[config.mk]
export PLATFORM = sky130hd
export DESIGN_NAME = outport_display_ctrl_flat
export DESIGN_NICKNAME = d
export VERILOG_FILES = /design/src/rtl/outport_display_if.sv /design/src/rtl/outport_display_ctrl.sv /design/src/flat_wrapper.sv
export SDC_FILE = /design/constraint.sdc
export NUM_CORES = 1
export LEC_CHECK = 0
export ABC_AREA = 1
export CAP_MARGIN = 10
export CORE_ASPECT_RATIO = 1.4
export CORE_MARGIN = 5
export CORE_UTILIZATION = 63
export DETAILED_ROUTE_END_ITERATION = 8
export PLACE_DENSITY = 0.86
export SLEW_MARGIN = 20
export SYNTH_ARGS = -nofsm -noshare
export SYNTH_HDL_FRONTEND = slang
export SYNTH_SLANG_ARGS = --single-unit
[constraint.sdc]
create_clock -name clk -period 3.05 [get_ports clk]
set_input_delay 0.305 -clock clk [delete_from_list [all_inputs] [get_ports clk]]
set_output_delay 0.305 -clock clk [all_outputs]
set_load 0.02 [all_outputs]
[src/rtl/outport_display_if.sv]
// Outport write channel and seven-segment display outputs of outport_display_ctrl.
// The master side writes values and the slave side drives the display.
interface outport_display_if #(
  parameter int DATA_WIDTH = 16,
  parameter int NUM_DIGITS = 4
);
  logic                    in_write;
  logic [DATA_WIDTH-1:0]   in_data;
  logic                    in_mode;
  logic                    in_blank_lz;
  logic [7*NUM_DIGITS-1:0] out_segments;
  logic                    out_busy;
  logic                    out_overflow;

  modport master (
    output in_write, in_data, in_mode, in_blank_lz,
    input  out_segments, out_busy, out_overflow
  );

  modport slave (
    input  in_write, in_data, in_mode, in_blank_lz,
    output out_segments, out_busy, out_overflow
  );
endinterface

[src/rtl/outport_display_ctrl.sv]
// Seven-segment driver for the CPU outport: hex or decimal (sequential double-dabble),
// with leading-zero blanking, overflow dashes and a one-deep pending write buffer.
module outport_display_ctrl #(
  parameter int DATA_WIDTH = 16,
  parameter int NUM_DIGITS = 4
) (
  input  logic               clk,
  input  logic               reset,
  outport_display_if.slave   bus
);
  localparam int BCD_W = 4 * NUM_DIGITS;
  localparam int SEG_W = 7 * NUM_DIGITS;
  localparam int EXT_W = BCD_W + DATA_WIDTH;
  localparam logic [4:0] CNT_LAST = 5'(DATA_WIDTH - 1);

  typedef enum logic [1:0] {
    ST_IDLE    = 2'd0,
    ST_CONVERT = 2'd1,
    ST_LOAD    = 2'd2
  } state_t;

  state_t                state_r, state_next_s;
  logic [DATA_WIDTH-1:0] data_r;
  logic                  mode_r, blank_r;
  logic                  pend_valid_r, pend_mode_r, pend_blank_r;
  logic [DATA_WIDTH-1:0] pend_data_r;
  logic [BCD_W-1:0]      bcd_r, adj_s;
  logic                  sticky_r;
  logic [4:0]            cnt_r;
  logic [SEG_W-1:0]      seg_r, seg_next_s;
  logic                  ovf_r, ovf_next_s, busy_r;
  logic                  launch_s, pend_take_s;
  logic [DATA_WIDTH-1:0] launch_data_s;
  logic                  launch_mode_s, launch_blank_s;
  logic [EXT_W-1:0]      ext_s;
  logic                  hex_ovf_s;
  logic [3:0]            nib_s;
  logic                  nz_seen_s;

  function automatic logic [6:0] hex_to_seg(input logic [3:0] nib);
    case (nib)
      4'h0: hex_to_seg = 7'h40;
      4'h1: hex_to_seg = 7'h79;
      4'h2: hex_to_seg = 7'h24;
      4'h3: hex_to_seg = 7'h30;
      4'h4: hex_to_seg = 7'h19;
      4'h5: hex_to_seg = 7'h12;
      4'h6: hex_to_seg = 7'h02;
      4'h7: hex_to_seg = 7'h78;
      4'h8: hex_to_seg = 7'h00;
      4'h9: hex_to_seg = 7'h10;
      4'hA: hex_to_seg = 7'h08;
      4'hB: hex_to_seg = 7'h03;
      4'hC: hex_to_seg = 7'h46;
      4'hD: hex_to_seg = 7'h21;
      4'hE: hex_to_seg = 7'h06;
      4'hF: hex_to_seg = 7'h0E;
      default: hex_to_seg = 7'h3F;
    endcase
  endfunction

  // State register
  always_ff @(posedge clk) begin
    if (!reset) state_r <= ST_IDLE;
    else        state_r <= state_next_s;
  end

  // Next state and job launch; a pending write left over in IDLE is drained, newest wins
  always_comb begin
    state_next_s   = state_r;
    launch_s       = 1'b0;
    pend_take_s    = 1'b0;
    launch_data_s  = bus.in_data;
    launch_mode_s  = bus.in_mode;
    launch_blank_s = bus.in_blank_lz;
    case (state_r)
      ST_IDLE: begin
        pend_take_s = pend_valid_r;
        if (bus.in_write) begin
          launch_s = 1'b1;
        end else if (pend_valid_r) begin
          launch_s       = 1'b1;
          launch_data_s  = pend_data_r;
          launch_mode_s  = pend_mode_r;
          launch_blank_s = pend_blank_r;
        end else begin
          launch_s = 1'b0;
        end
        if (launch_s) state_next_s = launch_mode_s ? ST_CONVERT : ST_LOAD;
        else          state_next_s = ST_IDLE;
      end
      ST_CONVERT: begin
        if (cnt_r == CNT_LAST) state_next_s = ST_LOAD;
        else                   state_next_s = ST_CONVERT;
      end
      ST_LOAD: begin
        if (pend_valid_r) begin
          launch_s       = 1'b1;
          pend_take_s    = 1'b1;
          launch_data_s  = pend_data_r;
          launch_mode_s  = pend_mode_r;
          launch_blank_s = pend_blank_r;
          state_next_s   = pend_mode_r ? ST_CONVERT : ST_LOAD;
        end else begin
          state_next_s = ST_IDLE;
        end
      end
      default: state_next_s = ST_IDLE;
    endcase
  end

  // Pending buffer: writes arriving while busy, overwritten by newer ones
  always_ff @(posedge clk) begin
    if (!reset) begin
      pend_valid_r <= 1'b0;
      pend_data_r  <= '0;
      pend_mode_r  <= 1'b0;
      pend_blank_r <= 1'b0;
    end else if (bus.in_write && (state_r != ST_IDLE)) begin
      pend_valid_r <= 1'b1;
      pend_data_r  <= bus.in_data;
      pend_mode_r  <= bus.in_mode;
      pend_blank_r <= bus.in_blank_lz;
    end else if (pend_take_s) begin
      pend_valid_r <= 1'b0;
    end else begin
      pend_valid_r <= pend_valid_r;
    end
  end

  // Double-dabble add-3 correction on every BCD digit
  always_comb begin
    adj_s = bcd_r;
    for (int i = 0; i < NUM_DIGITS; i++) begin
      if (bcd_r[4*i +: 4] >= 4'd5) adj_s[4*i +: 4] = bcd_r[4*i +: 4] + 4'd3;
      else                         adj_s[4*i +: 4] = bcd_r[4*i +: 4];
    end
  end

  // Working register and conversion datapath
  always_ff @(posedge clk) begin
    if (!reset) begin
      data_r   <= '0;
      mode_r   <= 1'b0;
      blank_r  <= 1'b0;
      bcd_r    <= '0;
      sticky_r <= 1'b0;
      cnt_r    <= 5'd0;
    end else if (launch_s) begin
      data_r   <= launch_data_s;
      mode_r   <= launch_mode_s;
      blank_r  <= launch_blank_s;
      bcd_r    <= '0;
      sticky_r <= 1'b0;
      cnt_r    <= 5'd0;
    end else if (state_r == ST_CONVERT) begin
      data_r   <= data_r << 1;
      bcd_r    <= {adj_s[BCD_W-2:0], data_r[DATA_WIDTH-1]};
      sticky_r <= sticky_r | adj_s[BCD_W-1];
      cnt_r    <= cnt_r + 5'd1;
    end
  end

  assign ext_s     = EXT_W'(data_r);
  assign hex_ovf_s = |(ext_s >> BCD_W);

  // Display image: digit select, dashes on overflow, blanking above the top nonzero digit
  always_comb begin
    seg_next_s = '0;
    nib_s      = 4'h0;
    nz_seen_s  = 1'b0;
    ovf_next_s = mode_r ? sticky_r : hex_ovf_s;
    for (int i = NUM_DIGITS - 1; i >= 0; i--) begin
      nib_s = mode_r ? bcd_r[4*i +: 4] : ext_s[4*i +: 4];
      if (nib_s != 4'h0) nz_seen_s = 1'b1;
      else               nz_seen_s = nz_seen_s;
      if (ovf_next_s)                            seg_next_s[7*i +: 7] = 7'h3F;
      else if (blank_r && !nz_seen_s && (i != 0)) seg_next_s[7*i +: 7] = 7'h7F;
      else                                       seg_next_s[7*i +: 7] = hex_to_seg(nib_s);
    end
  end

  // Registered outputs; display only changes in LOAD
  always_ff @(posedge clk) begin
    if (!reset) begin
      seg_r  <= {NUM_DIGITS{7'h40}};
      ovf_r  <= 1'b0;
      busy_r <= 1'b0;
    end else begin
      busy_r <= (state_next_s != ST_IDLE);
      if (state_r == ST_LOAD) begin
        seg_r <= seg_next_s;
        ovf_r <= ovf_next_s;
      end
    end
  end

  assign bus.out_segments = seg_r;
  assign bus.out_overflow = ovf_r;
  assign bus.out_busy     = busy_r;
endmodule

[src/flat_wrapper.sv]
// flat-port wrapper written by rule: the top's interface ports become plain ports
module outport_display_ctrl_flat 
#(
  parameter int DATA_WIDTH = 16,
  parameter int NUM_DIGITS = 4
)
  (clk, reset, bus_in_write, bus_in_data, bus_in_mode, bus_in_blank_lz, bus_out_segments, bus_out_busy, bus_out_overflow);
  outport_display_if #(.DATA_WIDTH(DATA_WIDTH), .NUM_DIGITS(NUM_DIGITS)) bus_i ();
  input  logic clk;
  input  logic reset;
  input wire logic [$bits(bus_i.in_write)-1:0] bus_in_write;
  input wire logic [$bits(bus_i.in_data)-1:0] bus_in_data;
  input wire logic [$bits(bus_i.in_mode)-1:0] bus_in_mode;
  input wire logic [$bits(bus_i.in_blank_lz)-1:0] bus_in_blank_lz;
  output wire logic [$bits(bus_i.out_segments)-1:0] bus_out_segments;
  output wire logic [$bits(bus_i.out_busy)-1:0] bus_out_busy;
  output wire logic [$bits(bus_i.out_overflow)-1:0] bus_out_overflow;
  assign bus_i.in_write = bus_in_write;
  assign bus_i.in_data = bus_in_data;
  assign bus_i.in_mode = bus_in_mode;
  assign bus_i.in_blank_lz = bus_in_blank_lz;
  assign bus_out_segments = bus_i.out_segments;
  assign bus_out_busy = bus_i.out_busy;
  assign bus_out_overflow = bus_i.out_overflow;
  outport_display_ctrl #(.DATA_WIDTH(DATA_WIDTH), .NUM_DIGITS(NUM_DIGITS)) u_core (.clk(clk), .reset(reset), .bus(bus_i));
endmodule
After elaboration in Yosys (flattened, before gate mapping). Memories as Yosys holds them, arrays and structs flattened. Index checks and enable logic that the tools add are counted.

Bits of input ports: 21. Word-level logic and storage cells: 92. Bits in read-only memories: 448. Bits in registers: 91. Output and inout port bits: 30. Memories: 4.

Mux-type cells: 44. Reduce and logical (&&, ||, !) cells: 16. $add $sub $neg: 5. Equal/unequal tests: 3. Bitwise gates (word level): 2. $lt $le $gt $ge: 4.

Memory list: (no name shown) (depth 16, bits a word 7, read ports 1, clocked after Yosys merged registers in 0, write ports 0, line outport_display_ctrl.sv:41) `case (nib)`; (no name shown) (depth 16, bits a word 7, read ports 1, clocked after Yosys merged registers in 0, write ports 0, line outport_display_ctrl.sv:41); (no name shown) (depth 16, bits a word 7, read ports 1, clocked after Yosys merged registers in 0, write ports 0, line outport_display_ctrl.sv:41); (no name shown) (depth 16, bits a word 7, read ports 1, clocked after Yosys merged registers in 0, write ports 0, line outport_display_ctrl.sv:41).

Operator list (count): 16-bit two-way mux (4); 7-bit two-way mux (7); 4-bit two-way mux (8); 16-bit case mux with 2 select lines (1); 4-bit by 2-bit adder with 4-bit output (second input constant) (4); 4-bit by 3-bit greater-or-equal comparator with 1-bit output (second input constant) (4); 1-bit two-way mux (14); 4-bit nonzero test (3); 2-bit two-way mux (5); 1-bit case mux with 2 select lines (4); 2-bit nonzero test (4); 2-bit case mux with 3 select lines (1); 5-bit by 1-bit adder with 5-bit output (second input constant) (1); 5-bit by 4-bit == test with 1-bit output (second input constant) (1); 1-bit logical AND (4); 1-bit zero test (3); 2-bit by 1-bit == test with 1-bit output (second input constant) (1); 2-bit == test (second input constant) (1); 2-bit zero test (1); 2-bit OR reduction (1); 1-bit NOT (1); 1-bit bitwise OR (1).

Logic depth before layout (Yosys ltp).
Word-level depth: 9. Gate-level depth with buffers: 13. Gate-level depth less buffers: 11.

Worst setup path after synthesis. OpenSTA, ideal clock, no wires.

Path kind: reg-to-reg. From: reg u_core.mode_r. To: reg u_core.seg_r[22], in the netlist u_core.bus.out_segments[22]. Period minus slack after synthesis: 1809 ps. Data required time: 2933 ps. Slack: 1241 ps. Setup time: 117 ps. Stages on the path, launching flop included: 14. Data arrival time: 1692 ps. Buffers on the path: 3. Cells stage by stage: dfxtp_1 buf_6 buf_8 buf_6 nand2_1 o21ai_2 ha_1 nand2_1 nand3b_1 nand2_1 inv_2 o21ai_1 nor2_1 nor2_1.

Cells in the longest elaborated chain, start to end: 7. Elaborated cells on any way between the ends: 9. Those cells by class: mux (5); reduce/logical (3); memory (1).

Ends and longest elaborated chain: start: declaration (line outport_display_ctrl.sv:24) `logic mode_r, blank_r;`; start signal: assignment (line outport_display_ctrl.sv:151) `mode_r <= launch_mode_s;`; parallel branches: the longest is 6 deep, another holds memory 16 x 7 bit; 7-bit two-way mux (*) (line outport_display_ctrl.sv:177) `if (ovf_next_s) seg_next_s[7*i +: 7] = 7'h3F;`; end signal: assignment (line outport_display_ctrl.sv:186) `seg_r <= {NUM_DIGITS{7'h40}};`; end signal: assignment (line outport_display_ctrl.sv:192) `seg_r <= seg_next_s;`; end: declaration (line outport_display_ctrl.sv:30) `logic [SEG_W-1:0] seg_r, seg_next_s;`.

Every way passes the cells marked *. A chain may end at the register's enable or synchronous reset.

Worst setup path after layout. Same ends and word-level chain as after synthesis.

==> summary.md <==
| Metric | Value |
|---|---|
| Vias per cell | `approximately 5.7` |
| Worst-margin pin slew | `about 770 ps` |
| CTS max path bufs | `2` |
| Worst Setup End Kind | `register` |
| Initial antenna violation count | `0` |
| Final cell count without fillers | `slightly below 1000` |
| Reg-to-Reg Start | `u_core.mode_r$_SDFFE_PN0P_` |
| Clock latency at the later pin of the worst-skew pair | `approximately 340 ps` |
| Most instantiated cells after synthesis | `nand2_1 (182), o21ai_0 (126), dfxtp_1 (91), inv_1 (83), a21oi_1 (72)` |
| Initial Util | `0.646` |
| Post-DP HPWL | `10.2 mm` |
| Crit Path Max Fanout | `11` |
| Cts repair resizes | `0` |
| Fin nets | `roughly 940` |
| Post-CTS Setup Bufs | `0` |
| CTS root buf | `clkbuf_16` |
| Rows | `41` |
| Final hold violations | `0` |
| Port Buffers | `50` |
| Most common cell in the netlist | `nand2_1` |
| GR Util All Layers | `0.256` |
| Seq/Total Area, Yosys | `0.310` |
| Die width | `91.6 µm` |
| Fraction of layout cells with a size suffix above 1 | `0.0890` |
| Maximum vdd drop | `~0.00037 V` |
| Post-synthesis cell count | `between 800 and 900` |
| Routed len/inst | `about 14 µm` |
| Pre-antenna DRT Iters | `6` |
| PD cells | `531 nW/µm²` |
| Hold Buf Count CTS | `0` |
| H-tree depth | `3` |
| Post-layout util | `0.725` |
| RSZ-0062 raised after global routing | `false` |
| Flop2flop setup slack | `slightly below 900 ps` |
| Critical path origin | `u_core.mode_r$_SDFFE_PN0P_` |
| Routed length on met2 | `approximately 7.3 mm` |
| CTS buffer count | `9` |
| Syn avg cell area | `6.86 µm²` |
| Clock power frac | `0.296` |
| Switching Fraction | `0.360` |
| Placed Cells | `a little under 1000` |
| R2r worst-path depth | `11` |
| Total Wirelength | `about 14 mm` |
| Main synth FF type | `dfxtp_1` |
| DRT met1 WL | `roughly 5.5 mm` |
| Synth top area share | `0.310` |
| Synth area leader | `dfxtp_1` |
| Antenna Cells | `0` |
| Global-route wire length before repair | `about 24 mm` |
| GPL Wtd Cong | `between 0.9 and 1` |
| Via count | `5713` |
| Status | `finished, final reports clean` |
| IO Pins | `51` |
| Hold Path Class | `reg -> reg` |
| Highest clock rate | `between 400 and 500 MHz` |
| Initial DRC count | `about 460` |
| P&R area growth vs syn | `12.2%` |
| Vias in the first global route | `~5600` |
| Ys async rst share | `0` |
| Net Switching | `1260 µW` |
| Crit path to | `u_core.bus.out_segments[22]$_SDFFE_PN0N_` |
| Tmin final | `~2200 ps` |
| Layout fillers | `roughly 680` |
| Total gr overflow | `0` |
| Max-slew violation count | `0` |
| Die Y-Extent | `124 µm` |
| Die area | `approximately 11000 µm²` |
| Largest net degree at the start of global routing | `52` |
| Worst min-delay path startpoint | `u_core.bus.out_segments[20]$_SDFFE_PN1N_` |
| DRC viols | `0` |
| Finish-stage setup viols | `0` |
| Antenna-violating nets left | `0` |
| Synth Register Bits | `between 90 and 100` |
| Period utilization | `0.712` |
| Flop pwr share | `0.389` |
| Worst Path Required | `about 3300 ps` |
| WL met3 | `slightly below 800 µm` |
| Yosys warning total | `0` |
| Worst hold margin | `around 470 ps` |
| Largest cells by area after synthesis | `dfxtp_1 (31%), nand2_1 (12%), o21ai_0 (11%)` |
| Int Pwr | `around 2200 µW` |
| Clock Sinks | `91` |
| Worst reg2reg endpoint | `u_core.bus.out_segments[22]$_SDFFE_PN0N_` |
| Mapped Nets | `913` |
| Slew HR | `0.487` |
| Setup Skew | `between 3 and 4 ps` |
| Critical Path Source Type | `register` |
| Final setup TNS | `0 ps` |
| WP data arrival | `2450 ps` |
| Maxcap violations | `0` |
| Netlist cell types | `41` |
| Highest routing layer actually used | `met4` |
| Core Area | `9080 µm²` |
| CTS tree | `built` |
| Combinational power share | `0.315` |
| EDFF count, synth | `0` |
| Area of the mapped netlist | `5870 µm²` |
| Setup CP Type | `reg -> reg` |
| Leakage | `around 0.0028 µW` |
| Clk slew on worst S/H paths | `around 60 ps` |
[layer usage]
metal,GRT usage,vias to the layer above
met5,0,-
met4,0.140,0
met3,0.0429,41
met2,0.481,214
met1,0.270,2604
li1,-,2854
[cell families after synthesis]
| family | after synthesis | synth area share |
|---|---|---|
| DFF | 91 | 0.310 |
| adders and majority gates | 37 | 0.0789 |
| xor gates and xnor gates | 10 | 0.0149 |
| and+or+nand+nor | 325 | 0.252 |
| buffers and inverters | 138 | 0.106 |
| AOI/OAI and AO/OA | 254 | 0.238 |
[registers in the layout, summed over array words and instances, names as in the netlist]
register	count
u_core.bcd_r	16
u_core.pend_mode_r	1
u_core.pend_blank_r	1
u_core.pend_valid_r	1
u_core.bus.out_segments	28
u_core.bus.out_busy	1
u_core.bus.out_overflow	1
u_core.cnt_r	5
u_core.blank_r	1
u_core.mode_r	1
u_core.state_r	2
u_core.pend_data_r	16
u_core.sticky_r	1
u_core.data_r	16
[power groups by stage]
stage	logic (µW)	registers, µW	clock network, µW
after CTS	1090	1360	1050
after floorplan	811	1400	0
after global placement	1040	1380	0
after detailed placement	1090	1380	0
final	1100	1360	1040
after global routing	1240	1370	1100
[layout make-up]
cell class / count / area [µm²] / share of cell area
multi-input cells: 626 / 3430 / 0.520
flip-flops and latches: 91 / 1820 / 0.277
repair buffers: 58 / 561 / 0.0851
inverters: 97 / 370 / 0.0562
clock buffers: 12 / 246 / 0.0374
well taps: 107 / 134 / 0.0203
clock inverters: 4 / 26.3 / 0.00399
[cell usage in the layout, fill, tap and decap left out, types with 10 or more instances in the layout]
cell type	n
nand2_1	182
inv_1	83
o21ai_2	11
o211ai_1	17
inv_2	10
o21ai_0	126
ha_1	37
o21ai_1	10
nand2_2	11
nor2_1	63
nand3_1	44
clkdlybuf4s50_1	50
dfxtp_1	91
a21oi_1	72
[through the flow]
stage,power [µW],worst slack (ps),area [µm²]
floorplan,2210,1240,5870
global placement,2420,871,6310
detailed placement,2470,786,6310
CTS,3500,922,6590
global route,3710,615,6590
finish,3500,879,6590
[how the worst min path moves through the flow]
stage / to / cells after the start
finish: u_core.bus.out_segments[20]$_SDFFE_PN1N_ / 2
global route: u_core.bcd_r[11]$_SDFFE_PP0N_ / 2
CTS: u_core.bus.out_segments[20]$_SDFFE_PN1N_ / 2
detailed placement: u_core.bus.out_segments[20]$_SDFFE_PN1N_ / 2
global placement: u_core.bcd_r[3]$_SDFFE_PP0N_ / 2
floorplan: u_core.pend_blank_r$_SDFFE_PN0P_ / 2
[worst max-delay path: stages, from the launching register on]
cell and delay, ps:
dfxtp_1 560, buf_4 270, nand2_1 80, o21ai_2 150, ha_1 260, nand2_1 150
nand3b_1 230, nand2_1 90, inv_2 60, o21ai_1 110, nor2_1 60, nor2_1 80
(Power assumes the default switching activity.)
==> RTL change: new RTL, config.mk and constraints unchanged <==
Reset style: asynchronous (`reset`), changed in 4 clocked blocks.
--- a/src/rtl/outport_display_ctrl.sv
+++ b/src/rtl/outport_display_ctrl.sv
@@ -60,7 +60,7 @@
   endfunction
 
   // State register
-  always_ff @(posedge clk) begin
+  always_ff @(posedge clk or negedge reset) begin
     if (!reset) state_r <= ST_IDLE;
     else        state_r <= state_next_s;
   end
@@ -110,7 +110,7 @@
   end
 
   // Pending buffer: writes arriving while busy, overwritten by newer ones
-  always_ff @(posedge clk) begin
+  always_ff @(posedge clk or negedge reset) begin
     if (!reset) begin
       pend_valid_r <= 1'b0;
       pend_data_r  <= '0;
@@ -138,7 +138,7 @@
   end
 
   // Working register and conversion datapath
-  always_ff @(posedge clk) begin
+  always_ff @(posedge clk or negedge reset) begin
     if (!reset) begin
       data_r   <= '0;
       mode_r   <= 1'b0;
@@ -181,7 +181,7 @@
   end
 
   // Registered outputs; display only changes in LOAD
-  always_ff @(posedge clk) begin
+  always_ff @(posedge clk or negedge reset) begin
     if (!reset) begin
       seg_r  <= {NUM_DIGITS{7'h40}};
       ovf_r  <= 1'b0;
Check against the original RTL: differs if reset is asserted again (counterexample within 4 cycles, from zero or initial values and one cycle with reset low); with reset held inactive, the same outputs for 10 cycles.
==> RTL change against the unedited design <==
Worst setup slack worse by 0.32 ns; sequential cell count unchanged; wire length is 6.6% lower; final area decreased by 0.30%; synthesized area is 3.0% lower; via count fell by 8.3%; highest routed layer unchanged.
Power is not compared: it rests on default switching activity, and its combinational part moved more than twofold at a synthesized area within 25%.
==> RTL change: results (changes against the unedited design) <==
** Critical path
- Worst path arrival time :: 2.74 ns (+0.29 ns)
- Startpoint of the lowest-slack register-to-register path :: u_core.mode_r
- The endpoint identified for the worst register-to-register timing path is u_core.bus.out_segments[3].
- The cell depth of the worst flop-to-flop path came to 8 (-3).
- The highest net fanout along the worst path is 17 (+6).

** STA
- Sum of negative setup slack :: 0 ns (unchanged)
- The achievable clock frequency came to 401 MHz (-13%).
- Max-slew headroom at the worst pin :: 0.440 (-0.0472)
- The clock skew came to 0.00934 ns (+0.00539 ns).
- Min Hold Slack :: 0.0616 ns (-0.404 ns)

** Global route
- Pin count of the biggest net entering global routing :: 69 (+33%)
- Met1 track demand over resource in global routing :: 0.298 (+0.0284)
- Met3 track demand over resource in global routing :: 0.0300 (-0.0129)
- Global router's overall resource usage :: 0.248 (-0.00784)
- The global-route met2 utilization is 0.450 (-0.0305).
- The first-pass GRT wire length is 22.7 mm (-5.5%).
- The number of global-route vias before repair came to 5012 (-10%).

** Worst hold path
- In this run the worst hold path is classified as input pin to async pin.

** Synthesis
- Number of nets in the synthesized netlist :: 828 (-9.3%)
- List of most frequent post-synthesis cells :: nand2_1, o21ai_0, dfrtp_1, inv_1, nor2_1
- The fraction of the yosys area taken by sequential cells was 0.401 (+0.0905).
- Gate Count Post-Synth :: 770 (-9.9%)
- FFs w/ async S/R, synth :: 1.00 (+1.00)
- Top cells by area, synth :: dfrtp_1, nand2_1, o21ai_0
- Number of distinct library cell variants in the gate-level netlist after synthesis :: 30 (-27%)

** Drt
- The total via count after detailed routing is 5240 (-8.3%).
- Violation count after the first detailed-routing iteration :: 327 (-29%)
- The iteration count of the initial detailed-routing pass was 5 (-1).
- Detail Route met3 WL :: 460 microns (-40%)
- The sum of routed wire segments on met1 is 5.53 mm (about the same).

** Placed design
- Placer's final routability congestion estimate :: 0.902 (-0.24%)
- The total half-perimeter wirelength after legalization and detailed placement was 9.79 mm (-4.1%).
- The instance area at placement came to 6240 sq um (-1.1%).
- Number of cells after detailed placement :: 911 (-6.9%)
- The pre-CTS setup slack is 0.614 ns (-0.172 ns).

** Final layout
- The layout cell share with drive strength beyond 1 came to 0.0707 (-0.0182).
- The total number of nets in the final design came to 873 (-7.2%).

** Power
- Across the VDD grid, the largest voltage drop is 0.841 mV.

** Status
- The run finished with clean final reports.
[RTL change: cell count changes after synthesis, moves of 5 or more]
cell | before | now
dfxtp_1 | 91 | 0
dfrtp_1 | 0 | 87
a21oi_1 | 72 | 28
nor2_1 | 63 | 76
o21ai_0 | 126 | 113
nand2_1 | 182 | 193
o21ai_2 | 11 | 1
o22ai_1 | 0 | 10
nand2_4 | 9 | 1
buf_4 | 7 | 0
inv_1 | 83 | 76
nand2_2 | 11 | 6
[RTL change: worst max-delay path, stage by stage (launching register included)]
cell	delay, ns
dfrtp_1	0.57
buf_4	0.27
o21ai_0	0.61
inv_1	0.16
ha_1	0.29
o21ai_0	0.22
o21ai_0	0.10
nor2_1	0.12
nor2_1	0.05
[RTL change: final cells by class]
type	instances	area, sq um
Sequential cell	91	2280
Tap cell	107	134
Multi-Input combinational cell	568	2940
Clock inverter	5	60.1
Clock buffer	11	253
Fill cell	720	2360
Inverter	84	317
Timing Repair Buffer	61	581
[RTL change: cell families (layout without fill, tap and decap cells)]
| family | Yosys count | count (layout) | synth area share |
|---|---|---|---|
| adders and majority gates | 37 | 37 | 0.0813 |
| DFF | 91 | 91 | 0.401 |
| buffers and inverters | 111 | 161 | 0.0840 |
| AOI/OAI and AO/OA | 185 | 185 | 0.178 |
| xor gates and xnor gates | 8 | 8 | 0.0123 |
| and+or+nand+nor | 338 | 338 | 0.244 |
[RTL change: power by group through the flow]
stage / combinational (mW) / clock, mW / sequential [mW]
detailed placement: 4.14 / 0 / 2.13
global placement: 3.98 / 0 / 2.10
floorplan: 2.88 / 0 / 2.24
global route: 4.71 / 1.23 / 2.19
CTS: 4.18 / 1.17 / 2.11
finish: 4.19 / 1.16 / 2.12
